<file path="config.mk">
export PLATFORM = sky130hd
export DESIGN_NAME = async_fifo_write_controller
export DESIGN_NICKNAME = d
export VERILOG_FILES = /design/src/rtl/async_fifo_write_controller_pkg.sv /design/src/rtl/gray_to_binary.sv /design/src/rtl/gray_wrapping_counter.sv /design/src/rtl/async_fifo_write_controller.sv
export SDC_FILE = /design/constraint.sdc
export NUM_CORES = 1
export LEC_CHECK = 0
export CAP_MARGIN = 10
export CORE_UTILIZATION = 30
export CTS_BUF_LIST = sky130_fd_sc_hd__clkbuf_4 sky130_fd_sc_hd__clkbuf_8
export DETAILED_ROUTE_END_ITERATION = 12
export MAX_ROUTING_LAYER = met4
export PLACE_DENSITY = 0.5
export SLEW_MARGIN = 20
export SYNTH_ARGS = -nofsm -noshare
export SYNTH_HDL_FRONTEND = slang
export SYNTH_SLANG_ARGS = --single-unit
</file>
<file path="constraint.sdc">
create_clock -name clock -period 4.94 [get_ports clock]
set_input_delay 1.482 -clock clock [delete_from_list [all_inputs] [get_ports clock]]
set_output_delay 1.482 -clock clock [all_outputs]
set_load 0.05 [all_outputs]
</file>
<file path="src/rtl/async_fifo_write_controller_pkg.sv">
// Shared helpers for the dual-clock FIFO controllers: pointer sizing and the
// constant used to build the "full" compare from a Gray read pointer.
package async_fifo_write_controller_pkg;

    function automatic int unsigned clog2(input int unsigned value);
        int unsigned result;
        result = 0;
        while ((32'd1 << result) < value) begin
            result = result + 1;
        end
        return result;
    endfunction

    function automatic logic isPow2(input int unsigned value);
        return (value != 0) && ((value & (value - 1)) == 0);
    endfunction

    function automatic int unsigned ptrWidth(input int unsigned depth);
        return clog2(depth) + 1;
    endfunction

    // Full means the Gray pointers differ only in their two top bits.
    function automatic int unsigned fullMaskValue(input int unsigned width);
        return 32'd3 << (width - 2);
    endfunction

endpackage

</file>
<file path="src/rtl/gray_to_binary.sv">
// Combinational Gray-to-binary converter, shared by both FIFO controllers.
module gray_to_binary #(
    parameter int WIDTH = 4
) (
    input  logic [WIDTH-1:0] gray_i,
    output logic [WIDTH-1:0] binary_o
);

    // Each binary bit is the parity of the Gray bits at and above it.
    always_comb begin
        binary_o = '0;
        for (int i = 0; i < WIDTH; i++) begin
            binary_o[i] = ^(gray_i >> i);
        end
    end

endmodule

</file>
<file path="src/rtl/gray_wrapping_counter.sv">
// Wrapping up/down counter that keeps a binary value and a registered Gray
// copy which always change on the same clock edge.
module gray_wrapping_counter #(
    parameter int RANGE = 16,
    parameter int WIDTH = $clog2(RANGE)
) (
    input  logic             clock,
    input  logic             resetn,
    input  logic             increment_i,
    input  logic             decrement_i,
    output logic [WIDTH-1:0] binary_o,
    output logic [WIDTH-1:0] gray_o
);

    localparam logic [WIDTH-1:0] LAST = WIDTH'(RANGE - 1);

    logic [WIDTH-1:0] binary_q, binary_d;
    logic [WIDTH-1:0] gray_q, gray_d;

    always_comb begin
        binary_d = binary_q;
        if (increment_i && !decrement_i) begin
            binary_d = (binary_q == LAST) ? '0 : binary_q + 1'b1;
        end else if (decrement_i && !increment_i) begin
            binary_d = (binary_q == '0) ? LAST : binary_q - 1'b1;
        end
        gray_d = binary_d ^ (binary_d >> 1);
    end

    always_ff @(posedge clock or negedge resetn) begin
        if (!resetn) begin
            binary_q <= '0;
            gray_q   <= '0;
        end else begin
            binary_q <= binary_d;
            gray_q   <= gray_d;
        end
    end

    assign binary_o = binary_q;
    assign gray_o   = gray_q;

endmodule

</file>
<file path="src/rtl/async_fifo_write_controller.sv">
// Write-side controller of a dual-clock FIFO: owns the Gray write pointer,
// strobes the RAM and derives full / almost-full / level from the read pointer.
module async_fifo_write_controller
    import async_fifo_write_controller_pkg::*;
#(
    parameter int DEPTH                 = 8,
    parameter int SYNC_STAGES           = 2,
    parameter int ALMOST_FULL_THRESHOLD = DEPTH - 1,
    parameter int ADDR_WIDTH            = $clog2(DEPTH),
    parameter int PTR_WIDTH             = ADDR_WIDTH + 1
) (
    input  logic                  clock,
    input  logic                  resetn,
    input  logic                  write_valid,
    output logic                  write_ready,
    output logic                  memory_write_enable,
    output logic [ADDR_WIDTH-1:0] memory_write_address,
    output logic [PTR_WIDTH-1:0]  write_pointer_gray,
    input  logic [PTR_WIDTH-1:0]  read_pointer_gray,
    output logic                  full,
    output logic                  almost_full,
    output logic [PTR_WIDTH-1:0]  level
);

    localparam logic [PTR_WIDTH-1:0] FULL_MASK = PTR_WIDTH'(fullMaskValue(PTR_WIDTH));
    localparam logic [PTR_WIDTH-1:0] AF_LEVEL  = PTR_WIDTH'(ALMOST_FULL_THRESHOLD);

    logic [PTR_WIDTH-1:0] writeBinary;
    logic [PTR_WIDTH-1:0] writeGray;
    logic [PTR_WIDTH-1:0] readSync_q [SYNC_STAGES];
    logic [PTR_WIDTH-1:0] readGraySync;
    logic [PTR_WIDTH-1:0] readBinarySync;

    gray_wrapping_counter #(
        .RANGE (2 * DEPTH),
        .WIDTH (PTR_WIDTH)
    ) writePointer (
        .clock       (clock),
        .resetn      (resetn),
        .increment_i (memory_write_enable),
        .decrement_i (1'b0),
        .binary_o    (writeBinary),
        .gray_o      (writeGray)
    );

    // Only the first stage ever sees the asynchronous read pointer.
    always_ff @(posedge clock or negedge resetn) begin
        if (!resetn) begin
            for (int i = 0; i < SYNC_STAGES; i++) begin
                readSync_q[i] <= '0;
            end
        end else begin
            readSync_q[0] <= read_pointer_gray;
            for (int i = 1; i < SYNC_STAGES; i++) begin
                readSync_q[i] <= readSync_q[i-1];
            end
        end
    end

    assign readGraySync = readSync_q[SYNC_STAGES-1];

    gray_to_binary #(
        .WIDTH (PTR_WIDTH)
    ) readConvert (
        .gray_i   (readGraySync),
        .binary_o (readBinarySync)
    );

    assign full                 = (writeGray == (readGraySync ^ FULL_MASK));
    assign write_ready          = !full;
    assign memory_write_enable  = write_valid && write_ready;
    assign memory_write_address = writeBinary[ADDR_WIDTH-1:0];
    assign write_pointer_gray   = writeGray;
    assign level                = writeBinary - readBinarySync;
    assign almost_full          = (level >= AF_LEVEL);

endmodule
</file>
==> reports/summary.txt <==
CTS Hold Bufs: 0
TritonRoute pass-1 iters: 4
Initial antenna violation count: 0
Post-synth EDFFs: 0
Cts repair resizes: 0
Input/output buffers: 21
Nets: 110
Routed Antenna Nets: 0
Clock Pin Slew Worst Setup and Hold Paths: 90 ps
CTS sink count: 15
DRC violations left: 0
DP HPWL: 1150 µm
Mapped Area: 815.8 µm²
GR Overflow Total: 0
Cell variety after synth: 27
Status: complete, no violations
Die area: 2932 µm²
GRT met1 Usage: 0.1632
Max Cap Viol: 0
Initial Util: 0.3234
Num CTS Buffers: 3
Io pins: 22
Crit Path Max Fanout: 3
Wire per inst: 11.48 µm
Worst reg2reg path depth: 5
Critical path's most frequent cell: xnor2_1
Layout area overhead: 31.14%
Critical-path cell list: xnor2_1 -> xor2_1 -> xnor2_1 -> ha_1 -> fa_1 -> xnor2_1 -> nand3_1 -> o21ai_0 -> clkdlybuf4s50_1
H-tree levels: 1
Max Clk Rate: 216.3 MHz
Synthesis Warnings: 0
Seq cells post-synth: 15
CP bufs+invs: 1
Worst slew pin tran: 678.3 ps
Met3 Use GR: 0.04237
Worst path depth: 9
Vias in the first global route: 535
Unrepaired setup endpoints after global routing: no
Most frequent cells after synthesis: dfrtp_1 (15), xnor2_1 (8), inv_1 (7), xor2_1 (7)
CTS root buf: clkbuf_4
Die H: 54.15 µm
Critical path's top delay family: XOR/XNOR gates
Design area: 1070 µm²
Largest net degree at the start of global routing: 16
Total Neg Setup Slack: 0 ps
Total GRT Usage: 0.1250
Core ar.: 2522 µm²
Final cell count without fillers: 127
Placed insts: 123
CP endpoint kind: primary output
Crit path DAT: 3140 ps
Fin util: 0.4241
Final Max Slew Viols: 0
Gate Count Post-Synth: 76
Type of origin of the critical path: register
Rows: 18
Top-area cell type share of the netlist area: 0.4601
Routed WL: 1458 µm
CTS tree: built
GPL Wtd Cong: 0.6691
Top_reg_cell synth: dfrtp_1
Relative slew slack: 0.5464
First-pass GRT wire length: 2484 µm
Clock Skews: 5.323 ps
Hold Vio Cnt, Final: 0
Die Width: 54.15 µm
Setup Fix Bufs, Post-CTS: 0
WHS Path Cells: 0
Crit-path slowest cell: clkdlybuf4s50_1
Via Count: 565
Leading area contributor after synthesis: dfrtp_1
Share of synthesized registers carrying an async set or reset: 1.000
Dpl cell area: 1042 µm²
Layout cell share with drive strength beyond 1: 0.07216
Count leader, synth: dfrtp_1
Antenna diode count: 0
CP Data Required Time: 3460 ps
Setup violations, final: 0
Syn Nets: 88
Worst hold path class: register to register
Crit path kind: register to primary output
Clock Tree Buf Depth: 2
CP max stage delay: 810 ps
Grt met2 use: 0.1870
Average size of a mapped cell: 10.73 µm²
Vias per inst: 4.449
Tcrit/Tclk final: 0.9360
Busiest layer in global routing: met2
Clock Latency Late Sink: 280 ps
Synth top area cells: dfrtp_1 (46%), xnor2_1 (8.6%), xor2_1 (7.5%), ha_1 (6.1%), inv_1 (3.2%)
Final Critical Period: 4624 ps
DRT iter0 DRCs: 4
Seq/Total Area, Yosys: 0.4601
## state kept, by name, summed over array words and instances, names as in the netlist
name	count
readGraySync	4
readSync_q	4
writePointer.binary_o	4
writePointer.gray_o	3
## cells in the final DEF (no fill, tap or decap), types with 2 or more instances in the layout
master,instances
inv_1,7
dfrtp_1,15
a21oi_1,2
nand3_1,2
o21ai_0,5
nor2_1,2
xor2_1,7
clkbuf_4,3
mux2i_1,2
xnor2_1,8
nand2_1,5
clkdlybuf4s50_1,21
ha_1,4
## layer usage
layer | part of all wire | vias up
met2 | 0.44 | 15
met4 | 0.0082 | 0
met1 | 0.50 | 254
met3 | 0.041 | 2
li1 | - | 294
met5 | 0 | -
## logic make-up (layout without fill, tap and decap cells)
kind of cell	count (synthesis)	after routing	synth area share
xor gates and xnor gates	15	15	0.1610
DFF	15	15	0.4601
and+or+nand+nor	15	15	0.09511
AOI/OAI and AO/OA	12	12	0.1104
buffers and inverters	12	33	0.06288
adders and majority gates	5	5	0.08589
muxes	2	2	0.02454
## worst register-to-register path: cells and delay by family, from the launching register on
kind            cells  cell delay [ps]
compound gates      3              820
flops               1              590
buf+inv             1              180
xor+xnor            1              160
## stage by stage
stage	hold WS, ps	worst slack, ps
global placement	333.2	383.6
global route	365.7	58.89
CTS	357.3	240.4
detailed placement	336.3	378.9
finish	355.3	316.0
floorplan	331.2	345.7
## worst paths after layout
path                                               startpoint                            endpoint  slack (ps)
max reg2reg                writePointer.binary_o[3]$_DFF_PN0_    writePointer.gray_o[2]$_DFF_PN0_        3100
min reg2reg                           readSync_q[7]$_DFF_PN0_           readGraySync[3]$_DFF_PN0_         360
max                                 readGraySync[3]$_DFF_PN0_                         almost_full         320
max in group asynchronous                              resetn  writePointer.binary_o[1]$_DFF_PN0_        2900
min in group asynchronous                              resetn    writePointer.gray_o[2]$_DFF_PN0_        1610
min                                   readSync_q[7]$_DFF_PN0_           readGraySync[3]$_DFF_PN0_         360
## final cells by class
cell class	count	area (µm²)
fillers	269	1453
multi-input cells	49	389.1
flip-flops and latches	15	375.4
repair buffers	21	210.2
well taps	30	37.54
inverters	8	30.03
clock buffers	3	22.52
clock inverters	1	5.005
Power is not shown: default switching activity piles up to over one toggle a cycle in this logic, so the estimate is an artifact.
